[src/rtl/fifo_rd_drain.sv]
// Read-side drain engine for the async FIFO: issues credit-limited reads in the
// r_clk domain and presents the returned words on a valid/ready stream.
module fifo_rd_drain #(
    parameter int size  = 8,
    parameter int CNT_W = 16
) (
    input  logic             r_clk,
    input  logic             clr,
    input  logic             enable,
    input  logic             emptyN,
    input  logic [size-1:0]  dataout,
    output logic             r_en,
    output logic [size-1:0]  m_data,
    output logic             m_valid,
    input  logic             m_ready,
    output logic [CNT_W-1:0] rd_count,
    output logic             busy
);

    typedef enum logic [1:0] {
        IDLE = 2'd0,
        RUN  = 2'd1,
        STOP = 2'd2
    } state_t;

    state_t            state_q;
    logic [1:0]        occ_q, occ_d;
    logic              inflight_q, inflight_d;
    logic [size-1:0]   head_q, head_d;
    logic [size-1:0]   tail_q, tail_d;
    logic [CNT_W-1:0]  cnt_q, cnt_d;
    logic              pop_s;
    logic [2:0]        credit_s;

    assign pop_s    = (occ_q != 2'd0) & m_ready;
    // Slots that will be claimed after this edge; a new read needs one left free.
    assign credit_s = {1'b0, occ_q} + {2'b00, inflight_q} - {2'b00, pop_s};
    assign r_en     = !clr & (state_q == RUN) & emptyN & (credit_s < 3'd2);

    assign m_valid  = (occ_q != 2'd0);
    assign m_data   = head_q;
    assign rd_count = cnt_q;
    assign busy     = (state_q != IDLE) | (occ_q != 2'd0) | inflight_q;

    // Next-state for the skid buffer, in-flight flag and accepted-word counter.
    always_comb begin
        head_d     = head_q;
        tail_d     = tail_q;
        inflight_d = r_en;
        occ_d      = occ_q + {1'b0, inflight_q} - {1'b0, pop_s};
        cnt_d      = cnt_q + {{(CNT_W-1){1'b0}}, pop_s};
        case ({inflight_q, pop_s})
            2'b10: begin
                if (occ_q == 2'd0) begin
                    head_d = dataout;
                end else begin
                    tail_d = dataout;
                end
            end
            2'b01: begin
                head_d = tail_q;
            end
            2'b11: begin
                // Head leaves while a new word lands: it goes wherever the new tail is.
                if (occ_q == 2'd1) begin
                    head_d = dataout;
                end else begin
                    head_d = tail_q;
                    tail_d = dataout;
                end
            end
            default: begin
                head_d = head_q;
            end
        endcase
    end

    // Datapath registers with synchronous clear.
    always_ff @(posedge r_clk) begin
        if (clr) begin
            occ_q      <= 2'd0;
            inflight_q <= 1'b0;
            head_q     <= {size{1'b0}};
            tail_q     <= {size{1'b0}};
            cnt_q      <= {CNT_W{1'b0}};
        end else begin
            occ_q      <= occ_d;
            inflight_q <= inflight_d;
            head_q     <= head_d;
            tail_q     <= tail_d;
            cnt_q      <= cnt_d;
        end
    end

    // Control FSM: STOP lets the in-flight word and buffered words drain out.
    always_ff @(posedge r_clk) begin
        if (clr) begin
            state_q <= IDLE;
        end else begin
            case (state_q)
                IDLE: begin
                    if (enable) state_q <= RUN;
                    else        state_q <= IDLE;
                end
                RUN: begin
                    if (!enable) state_q <= STOP;
                    else         state_q <= RUN;
                end
                STOP: begin
                    if (enable)                                state_q <= RUN;
                    else if (!inflight_q && occ_q == 2'd0)     state_q <= IDLE;
                    else                                       state_q <= STOP;
                end
                default: state_q <= IDLE;
            endcase
        end
    end

endmodule
[config.mk]
export PLATFORM = sky130hd
export DESIGN_NAME = fifo_rd_drain
export DESIGN_NICKNAME = d
export VERILOG_FILES = /design/src/rtl/fifo_rd_drain.sv
export SDC_FILE = /design/constraint.sdc
export NUM_CORES = 1
export LEC_CHECK = 0
export BUFFER_PORTS_ARGS = -buffer_cell sky130_fd_sc_hd__buf_2
export CORE_MARGIN = 1.5
export CORE_UTILIZATION = 35
export DETAILED_ROUTE_END_ITERATION = 7
export GPL_TIMING_DRIVEN = 0
export PLACE_DENSITY = 0.67
export SYNTH_ARGS = -nofsm -noshare
export SYNTH_HDL_FRONTEND = slang
export SYNTH_SLANG_ARGS = --single-unit
export TNS_END_PERCENT = 5
[constraint.sdc]
create_clock -name r_clk -period 2.29 [get_ports r_clk]
set_clock_uncertainty 0.2 [all_clocks]
set_input_delay 0.1145 -clock r_clk [delete_from_list [all_inputs] [get_ports r_clk]]
set_output_delay 0.1145 -clock r_clk [all_outputs]
set_load 0.02 [all_outputs]
==> summary.txt <==
Logic synthesis
  – Arithmetic-cell share of the synthesized area counting full adders, half adders and majority gates: 4.17%
  – Post-synth top area share: 44.1%
  – Xor-xnor portion of the synthesized cell area: 6.26%
  – Synthesized netlist net count: 196
  – Largest area contributor in the netlist: sky130_fd_sc_hd__dfxtp_1
  – Most frequently used flop master after synthesis: sky130_fd_sc_hd__dfxtp_1
  – Post-synthesis async set-or-reset flop share: 0%
  – Main combinational cell family by area after synthesis: simple AND/OR/NAND/NOR gates
  – Sequential element share of the synthesized area: 44.1%
  – Flip-flop and latch count after synthesis: 37
  – Number of flops mapped to enable cells by yosys: 0
  – Basic-gate share of the synthesized area counting and, or, nand and nor cells: 22.7%
  – Complex-gate fraction of the synthesized area: 10.7%
  – Largest cells by area after synthesis: sky130_fd_sc_hd__dfxtp_1 (44%), sky130_fd_sc_hd__mux2i_1 (8.3%), sky130_fd_sc_hd__nor2_1 (6.5%)
  – Mapped cell area: 1680 µm²
  – Distinct cell type count after synthesis: 37
  – Multiplexer share of the synthesized area: 9.02%
  – Number of synthesis warnings: 0
  – Synthesized area divided by synthesized cell count: 9.43 µm²
  – Gate count of the mapped netlist: 178

Drt
  – Number of vias in the routed layout: 1427
  – Initial DRC Count: 48
  – Aggregate routed wire length: 3630 µm
  – Routed length per placed instance: 12.4 µm
  – Antenna violation net count after detailed routing: 0
  – Detailed-routing iteration count for the pre-antenna-repair pass: 4
  – Detail-routed via count per cell: 4.87
  – Total DRC errors in the routed layout: 0

Die
  – Area of the die: 5220 µm²
  – Starting density of the core: 36.0%
  – Core area: 4660 µm²
  – Die height: 72.3 µm
  – # rows: 25
  – Count of boundary I/O pins: 40
  – Die X-Extent: 72.3 µm

Placed design
  – Final RePlAce weighted congestion: 0.756
  – Placed Cells incl. Taps: 271
  – Placed standard-cell area: 1960 µm²
  – Buffers on Ports: 39
  – HPWL reported at the end of detailed placement: 2470 µm

Worst hold path
  – Worst Hold Class: in2reg

Clock network
  – Source-to-sink clock delay at the later pin of the worst-skew pair: 0.29 ns
  – Clock sink count: 37
  – Worst-path clk slew: 0.07 ns
  – CTS tree: done
  – Clock H-tree levels: 2
  – Clock Tree Root: sky130_fd_sc_hd__clkbuf_8
  – CTS Buf Count: 5
  – Clk buf depth: 2

Final layout
  – Most frequent standard cell in the layout excluding fill and tap cells: sky130_fd_sc_hd__buf_2
  – Final net count: 256
  – Summed area of non-filler cells in the final layout: 2230 µm²
  – Commonest cells after routing, fill and taps aside: sky130_fd_sc_hd__buf_2 (39), sky130_fd_sc_hd__dfxtp_1 (34), sky130_fd_sc_hd__nor2_1 (29), sky130_fd_sc_hd__mux2i_1 (14), sky130_fd_sc_hd__dlygate4sd3_1 (12)
  – Final non-filler cell total: 293
  – Number of diodes: 0
  – Area growth syn-to-layout: 33.0%
  – Ratio of cells with drive above 1 in the final layout: 28.9%

GRT
  – Combined global-route utilization of all metal layers: 15.1%
  – Number of antenna violations at the first check in global routing: 0
  – Wire length of the first global-routing pass: 6040 µm
  – Number of global-route vias before repair: 1303
  – Aggregate global routing overflow: 0
  – Largest net degree at the start of global routing: 12

Pwr
  – Peak supply drop: 0.322 mV
  – Pleak: 1.00 nW
  – Pwr Density: 795 nW/µm²

Timing
  – Post-route fraction of the period consumed by the critical path: 106%
  – Sum Neg Setup Slack: -0.135 ns
  – Final setup violating endpoints: 1
  – Final hold violations: 0
  – Maximum achievable frequency: 412 MHz
  – Final setup slack of the worst path: -0.135 ns
  – Hold Slack: 0.222 ns
  – Transition time at the pin with the least slew margin: 0.497 ns
  – Final max-slew violation count: 0
  – Clock period minus worst slack: 2.42 ns
  – Worst rel slew slack: 66.9%
  – Unrepaired setup endpoints after global routing: true

Critical path
  – CP startpoint kind: flip-flop
  – Cell depth of the worst flop-to-flop path: 8
  – Data arrival time at the worst-slack endpoint: 2.11 ns
  – Worst flop-to-flop path startpoint: occ_q[0]
  – Flop2flop setup slack: 0.18 ns
  – Terminus of the critical flop-to-flop path: rd_count[14]
  – Capturing instance or port of the critical path: r_en
  – Critical path peak fanout: 3
  – Most used cell along the critical path: sky130_fd_sc_hd__ha_4
  – Standard cell with the maximum stage delay on the critical path: sky130_fd_sc_hd__fa_2
  – Cell chain of the critical path: o21ai_4, ha_4, inv_2, ha_4, fa_2, nor4_4, buf_4
  – Startpoint-to-endpoint class of the critical path: reg2out
  – Endpoint class of the critical path: primary output
  – Beginning of the critical path: occ_q[0]
  – CP required: 1.98 ns
  – Worst path max stage delay: 0.46 ns

Run
  – Maximum capacitance violations: 0

Run status
  – Violations in the final reports: negative setup slack
  – Status: complete, but fails checks
[routing by layer]
layer	GRT usage [%]	routed length (µm)
met5	0	0
met4	6.29	36
met3	4.58	168
met2	23.3	1680
met1	19.6	1740
[cell families (layout without fill, tap and decap cells)]
family,after synthesis,in the layout
mux,15,15
flops,37,37
xor+xnor,12,12
buf+inv,11,72
compound gates,22,22
fa+ha+maj,5,5
simple gates,76,76
[synthesized netlist by cell type, types with 2 or more instances]
cell	number
sky130_fd_sc_hd__dfxtp_1	37
sky130_fd_sc_hd__nor2_1	29
sky130_fd_sc_hd__mux2i_1	14
sky130_fd_sc_hd__xnor2_1	9
sky130_fd_sc_hd__a211oi_1	8
sky130_fd_sc_hd__nand3_1	7
sky130_fd_sc_hd__nand2_1	6
sky130_fd_sc_hd__nor2b_1	6
sky130_fd_sc_hd__nor3_1	6
sky130_fd_sc_hd__inv_1	5
sky130_fd_sc_hd__nor4_1	5
sky130_fd_sc_hd__ha_1	4
sky130_fd_sc_hd__and3_1	3
sky130_fd_sc_hd__nand4_1	3
sky130_fd_sc_hd__or3_1	3
sky130_fd_sc_hd__xor2_1	3
sky130_fd_sc_hd__a2111oi_1	2
sky130_fd_sc_hd__a21oi_1	2
sky130_fd_sc_hd__buf_1	2
sky130_fd_sc_hd__clkbuf_1	2
sky130_fd_sc_hd__nand2b_1	2
sky130_fd_sc_hd__o21ai_2	2
sky130_fd_sc_hd__o21ai_4	2
sky130_fd_sc_hd__o22ai_1	2
sky130_fd_sc_hd__or2_2	2
[how the worst min path moves through the flow]
stage / to / depth (start not counted) / startpoint / slack [ns]
final: m_data[5] / 4 / m_ready / 0.22
after global routing: m_data[4] / 4 / m_ready / 0.22
after CTS: m_data[5] / 4 / m_ready / 0.22
after detailed placement: state_q[1] / 2 / enable / 0.10
after global placement: state_q[1] / 2 / enable / 0.10
after floorplan: state_q[1] / 1 / enable / -0.007
[what timing repair did]
action	4_1_cts	5_1_grt
endpoints found under the setup margin	1	5
gates resized for setup	8	7
endpoints found under the hold margin	20	0
setup buffers	2	1
pin swaps	4	5
hold buffers	12	0
[flip-flops by register name, summed over array words and instances (netlist names)]
| register | cells |
|---|---|
| inflight_q | 1 |
| occ_q | 2 |
| rd_count | 16 |
| m_data | 8 |
| state_q | 2 |
| tail_q | 8 |
[where the power goes]
part	internal [mW]	switching [mW]
logic	0.236	0.315
registers	0.736	0.0526
clock network	0.211	0.227
total	1.18	0.594
[worst max-delay path, delay by kind of cell, from the launching register on]
| kind | cells | cell delay (ns) |
|---|---|---|
| AND/OR/NAND/NOR | 1 | 0.21 |
| adder cells (fa/ha/maj) | 3 | 0.81 |
| buffers and inverters | 2 | 0.23 |
| flip-flops | 1 | 0.37 |
| AO/OA/AOI/OAI | 1 | 0.19 |
[per-stage QoR]
step,power [mW],util [%],worst slack [ns]
after global routing,1.89,47.9,-0.207
final,1.78,47.9,-0.135
after detailed placement,1.30,42.0,-0.148
after CTS,1.78,47.2,-0.196
after global placement,1.29,42.0,-0.150
after floorplan,1.15,-,0.0232
[area by class of cell]
cell class,count,area [µm²]
flip-flops and latches,37,747
plain buffers,5,20.0
inverters,5,18.8
multi-input cells,130,957
clock inverters,2,10.0
repair buffers,54,340
clock buffers,6,72.6
well taps,54,67.6
fillers,447,2430
Note: power is estimated with default switching activity, not from simulation.
